$ cat config.mk
export PLATFORM = sky130hd
export DESIGN_NAME = comptr_seq_flat
export DESIGN_NICKNAME = d
export VERILOG_FILES = /design/src/rtl/comptr_if.sv /design/src/rtl/comptr_seq.sv /design/src/flat_wrapper.sv
export SDC_FILE = /design/constraint.sdc
export NUM_CORES = 1
export LEC_CHECK = 0
export BUFFER_PORTS_ARGS = -buffer_cell sky130_fd_sc_hd__buf_2
export CORE_MARGIN = 5
export CORE_UTILIZATION = 45
export CTS_BUF_LIST = sky130_fd_sc_hd__clkbuf_8
export DETAILED_ROUTE_END_ITERATION = 8
export PLACE_DENSITY = 0.79
export RECOVER_POWER = 25
export SYNTH_ARGS = -nofsm -noshare
export SYNTH_HDL_FRONTEND = slang
export SYNTH_SLANG_ARGS = --single-unit
$ cat constraint.sdc
create_clock -name clk -period 3.2 [get_ports clk]
set_clock_uncertainty 0.1 [all_clocks]
set_input_delay 0.96 -clock clk [delete_from_list [all_inputs] [get_ports clk]]
set_output_delay 0.96 -clock clk [all_outputs]
set_load 0.01 [all_outputs]
$ cat src/rtl/comptr_if.sv
// Request/result bundle for the chunk-serial comparator.
// master drives operands and start; slave returns status and flags.
interface comptr_if #(
  parameter int WIDTH = 16
);

  logic             start;
  logic             signedMode;
  logic [WIDTH-1:0] in1;
  logic [WIDTH-1:0] in2;
  logic             busy;
  logic             done;
  logic             brGtr;
  logic             brLte;
  logic             brEq;

  modport master (
    output start,
    output signedMode,
    output in1,
    output in2,
    input  busy,
    input  done,
    input  brGtr,
    input  brLte,
    input  brEq
  );

  modport slave (
    input  start,
    input  signedMode,
    input  in1,
    input  in2,
    output busy,
    output done,
    output brGtr,
    output brLte,
    output brEq
  );

endinterface

$ cat src/rtl/comptr_seq.sv
// Chunk-serial magnitude comparator: walks CHUNK-bit slices from the MSB end
// and stops at the first difference, giving signed or unsigned gt/lt/eq flags.
module comptr_seq #(
  parameter int WIDTH = 16,
  parameter int CHUNK = 4
) (
  input logic     clk,
  input logic     rst,
  comptr_if.slave bus
);

  localparam int N    = WIDTH / CHUNK;
  localparam int IDXW = (N > 1) ? $clog2(N) : 1;

  localparam logic [IDXW-1:0]  TOP_IDX  = IDXW'(N - 1);
  localparam logic [IDXW-1:0]  ZERO_IDX = '0;
  localparam logic [IDXW-1:0]  ONE_IDX  = IDXW'(1);
  localparam logic [CHUNK-1:0] MSB_MASK = ~({CHUNK{1'b1}} >> 1);

  localparam logic [1:0] ST_IDLE = 2'd0;
  localparam logic [1:0] ST_CMP  = 2'd1;
  localparam logic [1:0] ST_DONE = 2'd2;

  logic [1:0]       state_r;
  logic [IDXW-1:0]  idx_r;
  logic [WIDTH-1:0] opA_r;
  logic [WIDTH-1:0] opB_r;
  logic             sgn_r;
  logic             gtr_r;
  logic             lte_r;
  logic             eq_r;

  logic [1:0]       stateNext_s;
  logic [IDXW-1:0]  idxNext_s;
  logic [WIDTH-1:0] opANext_s;
  logic [WIDTH-1:0] opBNext_s;
  logic             sgnNext_s;
  logic             gtrNext_s;
  logic             lteNext_s;
  logic             eqNext_s;

  logic             accept_s;
  logic [WIDTH-1:0] shiftA_s;
  logic [WIDTH-1:0] shiftB_s;
  logic [CHUNK-1:0] chunkA_s;
  logic [CHUNK-1:0] chunkB_s;
  logic             chunkGt_s;
  logic             chunkLt_s;

  // Unsigned chunk compare, returned as {greater, less}.
  function automatic logic [1:0] cmpChunk(input logic [CHUNK-1:0] x,
                                          input logic [CHUNK-1:0] y);
    logic [1:0] res;
    if (x > y) begin
      res = 2'b10;
    end else if (x < y) begin
      res = 2'b01;
    end else begin
      res = 2'b00;
    end
    return res;
  endfunction

  // A new compare may only be taken when no compare is in flight.
  always_comb begin
    accept_s = 1'b0;
    case (state_r)
      ST_IDLE: accept_s = bus.start;
      ST_DONE: accept_s = bus.start;
      ST_CMP:  accept_s = 1'b0;
      default: accept_s = 1'b0;
    endcase
  end

  // Select the current chunk; the top chunk gets its sign bit flipped in
  // signed mode so that an unsigned compare orders two's-complement values.
  always_comb begin
    shiftA_s = opA_r >> (int'(idx_r) * CHUNK);
    shiftB_s = opB_r >> (int'(idx_r) * CHUNK);
    if (sgn_r && (idx_r == TOP_IDX)) begin
      chunkA_s = shiftA_s[CHUNK-1:0] ^ MSB_MASK;
      chunkB_s = shiftB_s[CHUNK-1:0] ^ MSB_MASK;
    end else begin
      chunkA_s = shiftA_s[CHUNK-1:0];
      chunkB_s = shiftB_s[CHUNK-1:0];
    end
    {chunkGt_s, chunkLt_s} = cmpChunk(chunkA_s, chunkB_s);
  end

  // Next-state and datapath update.
  always_comb begin
    stateNext_s = state_r;
    idxNext_s   = idx_r;
    opANext_s   = opA_r;
    opBNext_s   = opB_r;
    sgnNext_s   = sgn_r;
    gtrNext_s   = gtr_r;
    lteNext_s   = lte_r;
    eqNext_s    = eq_r;

    case (state_r)
      ST_IDLE, ST_DONE: begin
        if (accept_s) begin
          stateNext_s = ST_CMP;
          idxNext_s   = TOP_IDX;
          opANext_s   = bus.in1;
          opBNext_s   = bus.in2;
          sgnNext_s   = bus.signedMode;
          gtrNext_s   = 1'b0;
          lteNext_s   = 1'b0;
          eqNext_s    = 1'b0;
        end else begin
          stateNext_s = ST_IDLE;
        end
      end
      ST_CMP: begin
        if (chunkGt_s) begin
          gtrNext_s   = 1'b1;
          stateNext_s = ST_DONE;
        end else if (chunkLt_s) begin
          lteNext_s   = 1'b1;
          stateNext_s = ST_DONE;
        end else if (idx_r == ZERO_IDX) begin
          eqNext_s    = 1'b1;
          stateNext_s = ST_DONE;
        end else begin
          idxNext_s   = idx_r - ONE_IDX;
        end
      end
      default: begin
        stateNext_s = ST_IDLE;
      end
    endcase
  end

  // State registers; reset wins over everything including a pending start.
  always_ff @(posedge clk) begin
    if (rst) begin
      state_r <= ST_IDLE;
      idx_r   <= TOP_IDX;
      opA_r   <= '0;
      opB_r   <= '0;
      sgn_r   <= 1'b0;
      gtr_r   <= 1'b0;
      lte_r   <= 1'b0;
      eq_r    <= 1'b0;
    end else begin
      state_r <= stateNext_s;
      idx_r   <= idxNext_s;
      opA_r   <= opANext_s;
      opB_r   <= opBNext_s;
      sgn_r   <= sgnNext_s;
      gtr_r   <= gtrNext_s;
      lte_r   <= lteNext_s;
      eq_r    <= eqNext_s;
    end
  end

  assign bus.busy  = (state_r == ST_CMP);
  assign bus.done  = (state_r == ST_DONE);
  assign bus.brGtr = gtr_r;
  assign bus.brLte = lte_r;
  assign bus.brEq  = eq_r;

endmodule

$ cat src/flat_wrapper.sv
// flat-port wrapper written by rule: the top's interface ports become plain ports
module comptr_seq_flat 
#(
  parameter int WIDTH = 16,
  parameter int CHUNK = 4
)
  (clk, rst, bus_start, bus_signedMode, bus_in1, bus_in2, bus_busy, bus_done, bus_brGtr, bus_brLte, bus_brEq);
  comptr_if #(.WIDTH(WIDTH)) bus_i ();
  input logic clk;
  input logic rst;
  input wire logic [$bits(bus_i.start)-1:0] bus_start;
  input wire logic [$bits(bus_i.signedMode)-1:0] bus_signedMode;
  input wire logic [$bits(bus_i.in1)-1:0] bus_in1;
  input wire logic [$bits(bus_i.in2)-1:0] bus_in2;
  output wire logic [$bits(bus_i.busy)-1:0] bus_busy;
  output wire logic [$bits(bus_i.done)-1:0] bus_done;
  output wire logic [$bits(bus_i.brGtr)-1:0] bus_brGtr;
  output wire logic [$bits(bus_i.brLte)-1:0] bus_brLte;
  output wire logic [$bits(bus_i.brEq)-1:0] bus_brEq;
  assign bus_i.start = bus_start;
  assign bus_i.signedMode = bus_signedMode;
  assign bus_i.in1 = bus_in1;
  assign bus_i.in2 = bus_in2;
  assign bus_busy = bus_i.busy;
  assign bus_done = bus_i.done;
  assign bus_brGtr = bus_i.brGtr;
  assign bus_brLte = bus_i.brLte;
  assign bus_brEq = bus_i.brEq;
  comptr_seq #(.WIDTH(WIDTH), .CHUNK(CHUNK)) u_core (.clk(clk), .rst(rst), .bus(bus_i));
endmodule
== After elaboration in Yosys (flattened, before gate mapping) ==
Index checks and enable logic that the tools add are counted.
Word-level totals
  register bits after elaboration: 40
  input port bits: 36
  output and inout port bits: 5
  word-level logic and storage cells: 61
Cells by class
  $add $sub $neg: 1
  order comparisons: 2
  equality and inequality tests: 11
  shift operators: 2
  muxes and demuxes: 25
  bitwise gates (word level): 2
  reduce and logical (&&, ||, !) cells: 10
Operators by type and width (number)
  16-bit by 4-bit >> shifter with 4-bit output: 2
  2-bit 2-to-1 mux: 8
  1-bit 2-to-1 mux: 10
  5-bit AND reduction: 2
  4-bit 2-to-1 mux: 2
  2-bit by 1-bit inequality test with 1-bit output, second input constant: 4
  2-bit case mux with 2 select lines: 2
  2-bit inequality test, second input constant: 3
  1-bit case mux with 2 select lines: 3
  2-bit == test, second input constant: 2
  4-bit greater-than comparator: 1
  2-bit zero test: 2
  4-bit < comparator: 1
  4-bit by 1-bit inequality test with 1-bit output, second input constant: 1
  4-bit AND reduction: 1
  3-bit AND reduction: 1
  2-bit by 1-bit == test with 1-bit output, second input constant: 1
  1-bit inverter: 2
  2-bit AND reduction: 1
  2-bit nonzero test: 1
  2-bit OR reduction: 1
  2-bit by 1-bit subtractor with 2-bit output, second input constant: 1
  1-bit logical AND: 1

== Logic depth before layout (Yosys ltp) ==
Gate-level depths: netlist of the first run.
  depth in word-level cells: 9
  depth in mapped cells: 8
  depth with buffers taken out: 8

== Worst setup path before layout of the first run ==
OpenSTA, ideal clock, no wires.
  path type: reg2reg
  from: register u_core.idx_r[0]
  to: register u_core.idx_r[0]
  library setup time: 67 ps
  arrival: 2272 ps
  required time: 3033 ps
  setup slack: 761 ps
  stages on the path, launching flop included: 9
  path buffers: 1
  clock period less this slack: 2439 ps
  cells stage by stage: dfxtp_1 buf_4 mux4_2 xor2_1 ha_1 nand4_2 or2_4 a221o_1 o21ai_2
On the way
  cells in the longest elaborated chain, start to end: 8
  elaborated cells on any way between the ends: 22
  those cells by class: add/sub: 1; order compare: 2; eq/ne: 4; shift: 2; mux: 8; bitwise: 2; reduce/logical: 3
RTL lines
  from (decl): RTL line comptr_seq.sv:25  | logic [IDXW-1:0] idx_r;
  from (signal assigned): RTL line comptr_seq.sv:149  | idx_r <= idxNext_s;
  16-bit by 4-bit >> shifter with 4-bit output (tied with other cells): RTL line comptr_seq.sv:78  | shiftA_s = opA_r >> (int'(idx_r) * CHUNK);
  1-bit inverter (no line) or 1-bit logical AND (tied branches)
  4-bit 2-to-1 mux: RTL line comptr_seq.sv:80  | if (sgn_r && (idx_r == TOP_IDX)) begin
  4-bit < comparator: RTL line comptr_seq.sv:56  | end else if (x < y) begin
  1-bit 2-to-1 mux: RTL line comptr_seq.sv:56
  2-bit 2-to-1 mux: RTL line comptr_seq.sv:54  | if (x > y) begin
  2-bit inequality test (no line)
  5-bit AND reduction (no line)
Several ways; a longest one is shown, not always the timed one. The select of a mux whose other input is x is not followed.
A chain may end at the register's enable or synchronous reset.

== Worst setup path after layout of the first run ==
Same ends and word-level chain as after synthesis.

==> flow_summary_export.csv, run 1 <==
group,metric,value,unit
floorplan,coreArea,3740,µm²
global_route,grt_pass1_vias,1482,
routing,wire_per_inst,13.0,µm
floorplan,die_h,72.9,µm
synthesis,synth.yosys.seq_area_share,45.0,%
clocking,clockBufferDepth,2,
worst_setup_path,worst_setup_path_start_kind,"register",
worst_setup_path,cp_max_fo,8,
worst_setup_path,arrival,2.85,ns
placement,post-place-ws,0.503,ns
worst_setup_path,endpoint,"u_core.idx_r[0]",
synthesis,synth_top_family_by_area,"simple AND/OR/NAND/NOR gates",
synthesis,synth_area,1780,µm²
worst_setup_path,worstPathCellList,"mux4_2, xor2_1, ha_1, nand4_2, or2_4, a221o_1, o21ai_2",
placement,place_congestion,0.744,
timing,fin_ws,0.480,ns
routing,vias,1491,
clocking,root_buffer,"clkbuf_8",
worst_setup_path,r2r_start,"u_core.idx_r[0]",
clocking,cts_buffers,5,
routing,vias_per_cell,5.12,
finish,final_common_cell,"nand2_1",
status,status,"finished, final reports clean",
synthesis,syn_avg_cell_area,8.63,µm²
timing,fin_tns_setup,0,ns
global_route,grtUsageTotal,16.1,%
timing,hold_viol,0,
finish,fin_area,2100,µm²
pwr,finalPower,1.36,mW
timing,setup_viol,0,
pwr,peakVddDrop,0.297,mV
synthesis,synth_compound_area_share,13.7,%
synthesis,muxShareOfSynthArea,10.1,%
synthesis,syn_nets,248,
finish,area_delta_synth_final,18.1,%
global_route,grt-ovfl-total,0,
placement,place_hpwl,2.65,mm
timing,maxSlewViolCount,0,
finish,fin_nets,284,
timing,rsz0062_at_grt,"false",
routing,routed_wl,3.79,mm
placement,io_buffers,40,
finish,antenna_cells,0,
timing,fin_crit,2.72,ns
routing,drtIter0Drc,53,
synthesis,yosys-top-cells-area,"dfxtp_1 45%, nand2_1 14%, mux4_2 10%",
worst_setup_path,critical_path.top_delay_family,"flip-flops",
finish,layout_common_cells,"68 x nand2_1, 40 x buf_2, 40 x dfxtp_1",
worst_setup_path,critPathMaxStageDelay,0.61,ns
synthesis,synth.distinct_cells,29,
worst_setup_path,rr_worst_depth,7,
clocking,cts.clk_slew.worst_paths,0.07,ns
global_route,antenna_found_initial,0,
worst_setup_path,slowest_stage,"dfxtp_1",
routing,final_antenna_net_count,0,
synthesis,synth_simple_gate_area_share,20.8,%
worst_setup_path,rrSetupSlack,0.48,ns
clocking,cts_tree,"built",
clocking,cts.htree.levels,2,
routing,first_pass_iters,4,
worst_setup_path,cp.depth,7,
clocking,clkLatencyLatePin,0.29,ns
min_path,hold_class,"reg2reg",
timing,relSlewSlack,5.80,%
timing,fin_crit_sh,85.0,%
pwr,leakage,0.900,nW
floorplan,die-area,5310,µm²
synthesis,synth_largest_area_cell,"dfxtp_1",
clocking,clock-sinks,40,
synthesis,synth_top_cell_area_share,45.0,%
floorplan,io_pins,41,
worst_setup_path,critical_path_buf_inv_count,0,
worst_setup_path,cp.required,3.33,ns
timing,fmax,368,MHz
placement,placed_cell_area,2000,µm²
synthesis,postSynthCellCount,206,
floorplan,num_rows,22,
floorplan,initial_core_util,47.5,%
synthesis,yosys_warnings,0,
flow_run,maxCapViolCount,0,
worst_setup_path,r2r-end,"u_core.idx_r[0]",
timing,worst_pin_slew,1.41,ns
synthesis,synthXorXnorAreaFrac,0.985,%
clocking,postCtsHoldBufs,0,
finish,fillers,381,
routing,drcViolationCount,0,
synthesis,synth_seq_cells,40,
finish,layout-drive-gt1-share,25.5,%
pwr,p_per_area,649,nW/µm²
worst_setup_path,critPathKind,"reg2reg",
worst_setup_path,end_kind,"register",
global_route,grt_pass1_wl,6.57,mm
worst_setup_path,worstSetupStartpoint,"u_core.idx_r[0]",
global_route,grt_max_degree,41,
clocking,ctsResizeCount,0,
synthesis,synth_fa_ha_area_share,4.22,%
clocking,cts_setup_buffers,0,
floorplan,die_w,72.9,µm
[metrics by stage]
| stage | util, % | hold WS (ns) | std cells |
|---|---|---|---|
| 2_1_floorplan | - | 0.333 | 206 |
| 3_3_place_gp | 53.3 | 0.339 | 283 |
| 3_5_place_dp | 53.3 | 0.347 | 283 |
| 4_1_cts | 56.2 | 0.358 | 291 |
| 5_1_grt | 56.1 | 0.387 | 291 |
| 6_report | 56.1 | 0.360 | 291 |
[Yosys cell counts]
| cell | instances |
|---|---|
| nand2_1 | 68 |
| dfxtp_1 | 40 |
| a21oi_1 | 35 |
| buf_2 | 9 |
| mux4_2 | 8 |
| ha_1 | 6 |
| inv_1 | 6 |
| clkbuf_1 | 4 |
| nor2_1 | 4 |
| nand2b_1 | 3 |
| nor2b_1 | 3 |
| nor3_1 | 2 |
| o21ai_0 | 2 |
| a221o_1 | 1 |
| a221oi_1 | 1 |
| a22oi_1 | 1 |
| a2bb2oi_1 | 1 |
| a31o_2 | 1 |
| a31oi_1 | 1 |
| and2b_1 | 1 |
| buf_4 | 1 |
| nand3b_1 | 1 |
| nand4_2 | 1 |
| nor3b_1 | 1 |
| nor4b_1 | 1 |
| o21ai_2 | 1 |
| or2_4 | 1 |
| xnor2_1 | 1 |
| xor2_1 | 1 |
[layer usage]
| metal | track usage, % | up-vias | share of wire [%] |
|---|---|---|---|
| li1 | - | 761 | - |
| met1 | 19.1 | 677 | 43 |
| met2 | 26.8 | 45 | 49 |
| met3 | 5.23 | 8 | 7.1 |
| met4 | 6.15 | 0 | 1.5 |
| met5 | 0 | - | 0 |
[cells by family (layout without fill, tap and decap cells)]
group	after synthesis	after routing
simple gates	86	86
flops	40	40
xor+xnor	2	2
compound gates	44	44
fa+ha+maj	6	6
buf+inv	20	57
mux	8	8
[sequential cells by signal, summed over array words and instances, names as in the netlist]
name              count
u_core.opA_r         16
u_core.opB_r         16
u_core.idx_r          2
u_core.state_r        2
u_core.bus.brEq       1
u_core.bus.brGtr      1
u_core.bus.brLte      1
u_core.sgn_r          1
[area by class of cell]
type                       count  area (µm²)  share of cell area [%]
sequential                    40         801                    38.1
clock inverter                 3        38.8                    1.85
tap                           48        60.1                    2.86
timing repair buffer          43         219                    10.4
inverter                       6        22.5                    1.07
clock buffer                   5        68.8                    3.28
multi-input combinational    146         890                    42.4
[worst register-to-register path: stages, from the launching register on]
cell and delay [ns]:
dfxtp_1 0.61, mux4_2 0.57, xor2_1 0.16, ha_1 0.33
nand4_2 0.14, or2_4 0.30, a221o_1 0.37, o21ai_2 0.07
[power breakdown]
group | leakage [nW] | internal, mW | switching, mW
registers | 0.328 | 0.550 | 0.0473
clock network | 0.0593 | 0.228 | 0.174
logic | 0.512 | 0.177 | 0.187
[worst min path at each step]
| stage | from | end | slack (ns) | depth (start not counted) |
|---|---|---|---|---|
| global placement | u_core.opB_r[14] | u_core.opB_r[14] | 0.34 | 2 |
| finish | u_core.opA_r[1] | u_core.opA_r[1] | 0.36 | 2 |
| detailed placement | u_core.opA_r[1] | u_core.opA_r[1] | 0.35 | 2 |
| global route | u_core.opB_r[3] | u_core.opB_r[3] | 0.39 | 2 |
| CTS | u_core.opA_r[1] | u_core.opA_r[1] | 0.36 | 2 |
| floorplan | u_core.opA_r[10] | u_core.opA_r[10] | 0.33 | 2 |
No activity file was read; power rests on OpenSTA's default activity.
==> run 2: changes to the inputs <==
--- a/config.mk
+++ b/config.mk
@@ -12,6 +12,8 @@
 export DETAILED_ROUTE_END_ITERATION = 8
 export PLACE_DENSITY = 0.79
 export RECOVER_POWER = 25
+export REMOVE_ABC_BUFFERS = 1
+export SLEW_MARGIN = 20
 export SYNTH_ARGS = -nofsm -noshare
 export SYNTH_HDL_FRONTEND = slang
 export SYNTH_SLANG_ARGS = --single-unit
==> flow_summary_export.csv, run 2 (synthesis gave the netlist of run 1 again) <==
group,metric,value,unit
status,status,"finished, final reports clean",
routing,routed_wl,3.51,mm
floorplan,die_h,72.9,µm
worst_setup_path,critPathKind,"in2reg",
routing,vias,1475,
global_route,grt_pass1_wl,5.93,mm
finish,final_common_cell,"nand2_1",
timing,fmax,378,MHz
clocking,postCtsHoldBufs,0,
floorplan,num_rows,22,
clocking,cts.clk_slew.worst_paths,0.07,ns
pwr,p_per_area,643,nW/µm²
timing,fin_ws,0.553,ns
timing,fin_crit,2.65,ns
finish,area_delta_synth_final,17.9,%
routing,met1_length,1.64,mm
timing,fin_crit_sh,82.7,%
placement,place_hpwl,2.48,mm
placement,io_buffers,40,
timing,setup_viol,0,
timing,hold_viol,0,
clocking,clkLatencyLatePin,0.29,ns
worst_setup_path,end_kind,"register",
timing,rsz0062_at_grt,"false",
finish,antenna_cells,0,
clocking,cts.htree.levels,2,
worst_setup_path,cp.required,3.32,ns
clocking,cts_setup_buffers,0,
pwr,peakVddDrop,0.357,mV
clocking,clock-sinks,40,
global_route,grt_max_degree,41,
floorplan,die-area,5310,µm²
timing,fin_tns_setup,0,ns
clocking,root_buffer,"clkbuf_8",
worst_setup_path,arrival,2.77,ns
routing,final_antenna_net_count,0,
timing,relSlewSlack,5.42,%
finish,layout_common_cells,"68 x nand2_1, 40 x buf_2, 40 x dfxtp_1",
global_route,grt_pass1_vias,1411,
routing,wl_met2,1.61,mm
placement,place_congestion,0.819,
routing,highest_layer,"met4",
clocking,ctsResizeCount,0,
routing,first_pass_iters,4,
global_route,grtUsageTotal,14.4,%
pwr,leakage,0.899,nW
min_path,hold_class,"reg2reg",
worst_setup_path,cp_max_fo,36,
finish,fillers,363,
floorplan,io_pins,41,
routing,wire_per_inst,12.1,µm
global_route,antenna_found_initial,0,
placement,post-place-ws,0.598,ns
floorplan,coreArea,3740,µm²
routing,drcViolationCount,0,
timing,maxSlewViolCount,0,
worst_setup_path,worst_setup_path_start_kind,"input port",
clocking,cts_tree,"built",
global_route,grt-ovfl-total,0,
flow_run,maxCapViolCount,0,
floorplan,initial_core_util,47.5,%
clocking,cts_buffers,5,
pwr,finalPower,1.35,mW
finish,layout-drive-gt1-share,25.1,%
floorplan,die_w,72.9,µm
clocking,clockBufferDepth,2,
timing,worst_pin_slew,1.42,ns
timing,hold_ws,0.354,ns
finish,fin_nets,284,
routing,drtIter0Drc,105,
routing,dr_wl_met3,209,µm
finish,largestRegisters,"u_core.opA_r: 16 flops, u_core.opB_r: 16 flops",
routing,vias_per_cell,5.07,
==> run 2: stage by stage <==
stage	util, %	instance area (µm²)	cells
after floorplan	-	1710	192
after global placement	53.3	2000	283
after detailed placement	53.3	2000	283
after CTS	56.2	2100	291
after global routing	56.0	2100	291
final	56.0	2100	291
==> run 2: final timing paths <==
kind	from	slack, ns	cells after the start	endpoint
max reg2reg	u_core.idx_r[0]	0.57	7	u_core.idx_r[1]
min	u_core.opA_r[3]	0.35	2	u_core.opA_r[3]
max	bus_start	0.55	6	u_core.idx_r[0]
min reg2reg	u_core.opA_r[3]	0.35	2	u_core.opA_r[3]
==> run 2: critical path, cell delays in order <==
cell and delay, ns:
buf_2 0.08, nor2b_1 0.11, clkbuf_1 1.03, nor2_1 0.14
a221o_1 0.36, o21ai_2 0.06
==> run 2: report_power, final <==
group	internal (mW)	switching, mW	total [mW]
combinational	0.176	0.189	0.365
clock	0.228	0.165	0.393
sequential	0.551	0.0397	0.590
==> run 2: final cells by class <==
class	instances	area (µm²)	area share [%]
Clock buffer	5	68.8	3.28
Clock inverter	3	38.8	1.85
Inverter	6	22.5	1.07
Multi-Input combinational cell	146	887	42.3
Sequential cell	40	801	38.2
Tap cell	48	60.1	2.86
Timing Repair Buffer	43	219	10.4
==> run 2: metal layers <==
layer | up-vias | GRT usage, %
met3 | 5 | 4.27
met2 | 35 | 22.6
met1 | 671 | 17.9
met4 | 0 | 6.76
li1 | 764 | -
met5 | - | 0
